===== config.mk =====
export PLATFORM = sky130hd
export DESIGN_NAME = car_pattern_gen
export DESIGN_NICKNAME = d
export VERILOG_FILES = /design/src/rtl/car_pattern_gen.sv
export SDC_FILE = /design/constraint.sdc
export NUM_CORES = 1
export LEC_CHECK = 0
export BUFFER_PORTS_ARGS = -buffer_cell sky130_fd_sc_hd__buf_2
export CAP_MARGIN = 20
export CORE_MARGIN = 5
export CORE_UTILIZATION = 40
export DETAILED_ROUTE_END_ITERATION = 8
export SYNTH_ARGS = -nofsm -noshare
export SYNTH_HDL_FRONTEND = slang
export SYNTH_SLANG_ARGS = --single-unit

===== constraint.sdc =====
create_clock -name clk -period 6.5 [get_ports clk]
set_input_delay 0.325 -clock clk [delete_from_list [all_inputs] [get_ports clk]]
set_output_delay 0.325 -clock clk [all_outputs]
set_load 0.1 [all_outputs]

===== src/rtl/car_pattern_gen.sv =====
// Parking-lot sensor pattern generator: emits the {a,b} sequences a car produces
// while entering or leaving, and keeps the emulated occupancy count.
module car_pattern_gen #(
   parameter int MAX  = 25,
   parameter int HOLD = 2
) (
   input  logic       clk,
   input  logic       reset,
   input  logic       enter_req,
   input  logic       exit_req,
   output logic       ready,
   output logic       a,
   output logic       b,
   output logic       done,
   output logic       reject,
   output logic [4:0] count,
   output logic       full,
   output logic       clear
);

   localparam int HW = (HOLD > 1) ? $clog2(HOLD) : 1;
   localparam logic [HW-1:0] HOLD_LAST = HW'(HOLD - 1);
   localparam logic [4:0]    CNT_MAX   = 5'(MAX);

   typedef enum logic [2:0] {IDLE, E1, E2, E3, X1, X2, X3, GAP} state_t;

   state_t          state_q, state_d;
   logic [HW-1:0]   hold_q, hold_d;
   logic            dir_q, dir_d;        // 1 = enter path, 0 = exit path
   logic            a_q, a_d, b_q, b_d;
   logic            ready_q, ready_d;
   logic            done_q, done_d;
   logic            reject_q, reject_d;
   logic [4:0]      count_q, count_d;

   always_comb begin
      // NOTE: every variable gets a default first so no path leaves it unassigned (no latches).
      state_d  = state_q;
      hold_d   = hold_q;
      dir_d    = dir_q;
      reject_d = 1'b0;
      count_d  = count_q;
      a_d      = 1'b0;
      b_d      = 1'b0;

      if (state_q == IDLE) begin
         hold_d = '0;
         if (enter_req && exit_req) begin
            reject_d = 1'b1;
         end else if (enter_req) begin
            if (count_q == CNT_MAX) reject_d = 1'b1;
            else begin
               state_d = E1;
               dir_d   = 1'b1;
            end
         end else if (exit_req) begin
            if (count_q == 5'd0) reject_d = 1'b1;
            else begin
               state_d = X1;
               dir_d   = 1'b0;
            end
         end
      end else if (hold_q == HOLD_LAST) begin
         hold_d = '0;
         case (state_q)
            E1:      state_d = E2;
            E2:      state_d = E3;
            E3:      state_d = GAP;
            X1:      state_d = X2;
            X2:      state_d = X3;
            X3:      state_d = GAP;
            default: state_d = IDLE;
         endcase
      end else begin
         hold_d = hold_q + 1'b1;
      end

      // Outputs are computed from the next state so they land in registers.
      done_d  = (state_d == GAP) && (hold_d == HOLD_LAST);
      ready_d = (state_d == IDLE);
      if (done_d) count_d = dir_q ? count_q + 5'd1 : count_q - 5'd1;

      case (state_d)
         E1, X3:  a_d = 1'b1;
         E3, X1:  b_d = 1'b1;
         E2, X2:  begin a_d = 1'b1; b_d = 1'b1; end
         default: ;
      endcase
   end

   // NOTE: sequential state uses non-blocking assignments so all registers update together.
   always_ff @(posedge clk) begin
      if (reset) begin
         state_q  <= IDLE;
         hold_q   <= '0;
         dir_q    <= 1'b0;
         a_q      <= 1'b0;
         b_q      <= 1'b0;
         ready_q  <= 1'b1;
         done_q   <= 1'b0;
         reject_q <= 1'b0;
         count_q  <= 5'd0;
      end else begin
         state_q  <= state_d;
         hold_q   <= hold_d;
         dir_q    <= dir_d;
         a_q      <= a_d;
         b_q      <= b_d;
         ready_q  <= ready_d;
         done_q   <= done_d;
         reject_q <= reject_d;
         count_q  <= count_d;
      end
   end

   assign a      = a_q;
   assign b      = b_q;
   assign ready  = ready_q;
   assign done   = done_q;
   assign reject = reject_q;
   assign count  = count_q;
   assign full   = (count_q == CNT_MAX);
   assign clear  = (count_q == 5'd0);

endmodule

==> results of run 1 <==
synth_stat cells, types with 2 or more instances:
cell      instances
o21ai_0           3
dfxtp_1          15
a21oi_1           4
nand2b_1          2
xnor2_1           2
ha_1              4
a22oi_1           2
nor2_1           14
mux2_2            2
nor2b_1           3
nor3_1            4
and2_1            3
inv_1             4
a21o_1            2
worst reg2reg max path, cell delays in order, from the launching register on:
cell      delay, ns
dfxtp_1        0.37
nor2_1         0.27
a41oi_1        0.18
o211ai_1       0.32
inv_1          0.08
ha_1           0.22
nand3b_2       0.20
nor2_1         0.06
mux2_2         0.26
mux2_2         0.26
power by group:
group | switching [uW] | internal (uW)
logic | 25.9 | 9.39
registers | 2.47 | 95.7
clock network | 30.0 | 22.9
per-layer routing:
metal	up-vias	share of wire
met5	-	0
met3	2	0.056
met4	0	0.0077
met2	14	0.43
met1	297	0.51
li1	336	-
layout make-up:
cell class,count,area share
Sequential cell,15,0.335
Inverter,4,0.0167
Timing Repair Buffer,15,0.0837
Clock buffer,3,0.0251
Clock inverter,1,0.00558
Multi-Input combinational cell,63,0.499
Tap cell,25,0.0349
metrics by stage:
| stage | cells | setup WS, ns | instance area [sq um] | utilization |
|---|---|---|---|---|
| finish | 126 | 4.18 | 897 | 0.503 |
| global route | 126 | 4.05 | 897 | 0.503 |
| detailed placement | 122 | 4.18 | 870 | 0.488 |
| floorplan | 83 | 3.75 | 767 | - |
| CTS | 126 | 4.17 | 897 | 0.503 |
| global placement | 122 | 4.29 | 870 | 0.488 |
state kept, by name, summed over array words and instances (netlist names):
name / flops
count: 5
state_q: 3
a: 1
b: 1
dir_q: 1
done: 1
hold_q: 1
ready: 1
reject: 1
final timing paths:
kind                                end  cells past startpoint                  start
setup reg to reg  count[4]$_SDFFE_PP0P_                      9  count[1]$_SDFFE_PP0P_
hold / removal        reject$_SDFF_PP0_                      3              enter_req
hold reg to reg       hold_q$_SDFF_PP0_                      1      hold_q$_SDFF_PP0_
setup / recovery  count[4]$_SDFFE_PP0P_                      9  count[1]$_SDFFE_PP0P_
cell families after synthesis:
group / Yosys count / share of synthesized area
compound gates: 20 / 0.191
flops: 15 / 0.392
buf+inv: 5 / 0.0245
xor+xnor: 3 / 0.0343
mux: 3 / 0.0424
simple gates: 32 / 0.225
fa+ha+maj: 5 / 0.0914
==> impl_metrics.toml, run 1 <==
[setup_path]
critPathLaunchType = "flip-flop"
cp_slowest_cell = "dfxtp_1"
end_kind = "flip-flop"
crit_type = "flip-flop to flip-flop"
r2r_slack_ns = 4.18
crit_family = "simple AND/OR/NAND/NOR gates"
cp_max_fo = 8
critPathBufInv = 1
worstPathArrival_ns = 2.50
cp_cell_sequence = "nor2_1, a41oi_1, o211ai_1, inv_1, ha_1, nand3b_2, nor2_1, mux2_2, mux2_2"
cp_data_required_time_ns = 6.68
slowest_delay_ns = 0.37

[timing]
setup_tns_ns = 0
relSlewSlack = 0.676
setup_viol = 0
rsz0062_at_grt = "false"
drv_slew = 0
finalClockSkew_ns = 0.000947
tightest_slew_ns = 0.489
fin_crit_sh = 0.357
fmax_mhz = 431
hold_ws_ns = 0.369
fin_crit_ns = 2.32
hold_viol = 0

[global_route]
grt_pass1_wl_um = 2620
use_met2 = 0.198
gr-total-overflow = 0
use_met3 = 0.0526
grt_pass1_vias = 604
globalRoute.busiestLayer = "met2"
antenna_found_initial = 0
grt_max_degree = 17
grtUsageTotal = 0.125
gr-usage-met1 = 0.157

[power_and_ir_drop]
finalPower_uw = 186
powerDensity_nw_per_um2 = 208
peakVddDrop_v = 0.000148
leakagePower_uw = 0.000424

[final_layout]
diodes = 0
flow.area_growth_from_synthesis_pct = 17.0
layout_common_cells = "15 x dfxtp_1, 15 x buf_2, 14 x nor2_1"
fillers = 183
multiInputGateArea_sq_um = 448
drive_gt1_frac = 0.257
seq_area_sq_um = 300
nets = 111

[floorplan]
fp.dieH_um = 53.8
initial_utilization = 0.430
die_x_um = 53.8
die_area_sq_um = 2890
ioPinCount = 16
core_region_area_sq_um = 1780
rows = 15

[clocking]
cts-root-buf = "clkbuf_4"
cts_resized = 0
post_cts_buffers = 0
cts_sinks = 15
cts_buffers = 3
cts_tree = "built"
h-tree-depth = 1
clock_path_buffers = 2
clk_pin_slew_ns = 0.09
cts_hold_buffers = 0
clk_latency_ns = 0.28

[detailed_routing]
num_vias = 649
drt_iter0_drc = 12
viasPerCell = 5.15
wl_per_cell_um = 12.4
drcViolationCount = 0
routed_wl_um = 1570
drtPass1Iterations = 4
ant_nets = 0

[logic_synthesis]
ys_seq_area_frac = 0.392
syn_inst = 83
synth_top_area_frac = 0.392
ys_ff_latch = 15
yosysTopAreaCell = "dfxtp_1"
yosys_warnings = 0
netlist_area_sq_um = 767
synth-edff-count = 0
ys_types = 33
synth_flop_cell = "dfxtp_1"
synthTopCellsByArea = "dfxtp_1 39%, nor2_1 6.9%, ha_1 6.5%"
synth.net_count = 92
async_flop_share = 0
syn-mean-instance-area_sq_um = 9.24

[placed_design]
port_buffers = 15
dp_hpwl_um = 1170
gp_congestion = 0.801

[run]
maxCapViolations = 0

[hold_path]
hp-class = "primary input to flip-flop"

[outcome]
status = "complete, no violations"
Power figures use the tool's default switching activity.
==> run 2: changes to the inputs <==
--- a/config.mk
+++ b/config.mk
@@ -5,6 +5,7 @@
 export SDC_FILE = /design/constraint.sdc
 export NUM_CORES = 1
 export LEC_CHECK = 0
+export ABC_AREA = 1
 export BUFFER_PORTS_ARGS = -buffer_cell sky130_fd_sc_hd__buf_2
 export CAP_MARGIN = 20
 export CORE_MARGIN = 5
==> constraint.sdc (replaced) <==
create_clock -name clk -period 2.05 [get_ports clk]
set_input_delay 0.1025 -clock clk [delete_from_list [all_inputs] [get_ports clk]]
set_output_delay 0.1025 -clock clk [all_outputs]
set_load 0.1 [all_outputs]
==> impl_metrics.toml, run 2 <==
[global_route]
grt_pass1_vias = 737
grt_pass1_wl_um = 2970
antenna_found_initial = 0
grt_max_degree = 12
gr-total-overflow = 0
grtUsageTotal = 0.118

[logic_synthesis]
yosysMostFrequentCell = "nand2_1"
synth-edff-count = 0
yosysTopAreaCell = "dfxtp_1"
synth.net_count = 129
syn-mean-instance-area_sq_um = 7.01
synthTopCellsByArea = "dfxtp_1 36%, nand2_1 11%, inv_1 8.9%"
synth_flop_cell = "dfxtp_1"
ys_types = 20
netlist_area_sq_um = 841
async_flop_share = 0
synthTopCellsByCount = "25 x nand2_1, 20 x inv_1, 15 x dfxtp_1, 15 x nor2_1, 14 x nand3_1"
ys_ff_latch = 15
ys_seq_area_frac = 0.357
synth_top_area_frac = 0.357
yosys_warnings = 0
syn_inst = 120

[run]
maxCapViolations = 0

[timing]
finalClockSkew_ns = 0.00268
hold_viol = 0
rsz0062_at_grt = "false"
setup_viol = 0
tightest_slew_ns = 0.491
fmax_mhz = 619
fin_crit_ns = 1.62
setup_tns_ns = 0
fin_crit_sh = 0.788
drv_slew = 0
finalWorstSetupSlack_ns = 0.434
relSlewSlack = 0.675

[detailed_routing]
viasPerCell = 4.89
routed_wl_um = 1730
num_vias = 807
drtPass1Iterations = 4
drcViolationCount = 0
drt_iter0_drc = 17
wl_per_cell_um = 10.5
ant_nets = 0

[floorplan]
die_area_sq_um = 3120
ioPinCount = 16
die_x_um = 55.8
fp.dieH_um = 55.8
initial_utilization = 0.424
core_region_area_sq_um = 1980
rows = 16

[final_layout]
flow.area_growth_from_synthesis_pct = 16.4
layout_common_cells = "25 x nand2_1, 20 x inv_1, 15 x nor2_1, 15 x buf_2, 14 x nand3_1"
diodes = 0
layout_commonest_cell = "nand2_1"
drive_gt1_frac = 0.210
seq_area_sq_um = 307
largest_reg_flops = 5
nets = 148
fillers = 207
multiInputGateArea_sq_um = 458

[clocking]
clk_latency_ns = 0.27
post_cts_buffers = 0
cts-root-buf = "clkbuf_4"
cts_buffers = 3
clock_path_buffers = 2
h-tree-depth = 1
cts_hold_buffers = 0
cts_resized = 0
cts_tree = "built"
cts_sinks = 15
clk_pin_slew_ns = 0.08

[setup_path]
crit_family = "simple AND/OR/NAND/NOR gates"
cp_data_required_time_ns = 2.21
crit_type = "flip-flop to flip-flop"
worstPathArrival_ns = 1.78
path_depth = 10
reg2regPathDepth = 10
worstSetupEndpoint = "count[2]$_SDFFE_PP0P_"
r2r_slack_ns = 0.43
cp_cell_sequence = "inv_1, nor2_1, nand4_1, nand2_1, nand2_1, ha_1, inv_1, nor2_4, nand3_1, a21oi_1"
reg2reg_to = "count[2]$_SDFFE_PP0P_"
cp_max_fo = 6
r2r-start = "count[0]$_SDFFE_PP0P_"
critPathBufInv = 2
end_kind = "flip-flop"
cp_slowest_cell = "dfxtp_2"
critPathLaunchType = "flip-flop"
worstSetupStartpoint = "count[0]$_SDFFE_PP0P_"
slowest_delay_ns = 0.39

[hold_path]
hp-class = "primary input to flip-flop"
hp-start = "reset"

[outcome]
status = "complete, no violations"

[placed_design]
port_buffers = 15
dp_hpwl_um = 1360
dp_slack_ns = 0.428
gp_congestion = 0.804

[power_and_ir_drop]
peakVddDrop_v = 0.000382
leakagePower_uw = 0.000517
powerDensity_nw_per_um2 = 647
run 2: cell count changes after synthesis, sizes merged, moves of 3 or more:
cell / before / now
a21oi: 4 / 9
and2: 4 / 0
inv: 4 / 21
nand2: 1 / 26
nand3: 0 / 14
nand4: 1 / 4
nor2: 14 / 17
nor2b: 3 / 0
nor3: 4 / 0
run 2: kinds of logic (layout without fill, tap and decap cells):
family | Yosys count | in the layout | synth area share
AOI/OAI and AO/OA | 14 | 14 | 0.0848
xor gates and xnor gates | 3 | 3 | 0.0313
adders and majority gates | 5 | 5 | 0.0833
buffers and inverters | 22 | 40 | 0.0982
DFF | 15 | 15 | 0.357
and+or+nand+nor | 61 | 61 | 0.345
run 2: final cells by class:
cell class                 count  share of cell area
multi-input combinational     83               0.468
sequential                    15               0.313
inverter                      21              0.0806
clock buffer                   4              0.0269
tap                           27              0.0345
timing repair buffer          15              0.0767
run 2: worst min path at each step:
stage	to	depth (start not counted)
floorplan	ready$_SDFF_PP1_	2
global placement	count[4]$_SDFFE_PP0P_	2
detailed placement	count[1]$_SDFFE_PP0P_	2
CTS	count[4]$_SDFFE_PP0P_	2
global route	state_q[1]$_SDFF_PP0_	2
finish	count[4]$_SDFFE_PP0P_	2
run 2: stage by stage:
step	util	total power, uW	instances	area (sq um)	hold WS, ns
6_report	0.494	633	165	978	0.125
4_1_cts	0.494	643	165	978	0.118
3_5_place_dp	0.480	478	161	952	0.418
5_1_grt	0.494	672	165	978	0.140
3_3_place_gp	0.480	479	161	952	0.419
2_1_floorplan	-	451	120	847	0.246
run 2: worst register-to-register path, stage by stage (launching register included):
cell	delay (ns)
dfxtp_2	0.39
inv_1	0.07
nor2_1	0.08
nand4_1	0.15
nand2_1	0.18
nand2_1	0.08
ha_1	0.25
inv_1	0.12
nor2_4	0.06
nand3_1	0.08
a21oi_1	0.06
run 2: where the power goes:
part           leakage [uW]  switching, uW  internal, uW
registers          0.000125           10.5           306
logic              0.000377            121          33.9
clock network     0.0000150           86.2          75.3
total              0.000517            217           416
run 2: per-layer routing:
layer	GRT usage	vias to the layer above	routed length, um
met2	0.198	18	832
met1	0.135	367	783
met4	0.0542	0	13
met3	0.0371	2	99
li1	-	420	-
met5	0	-	0
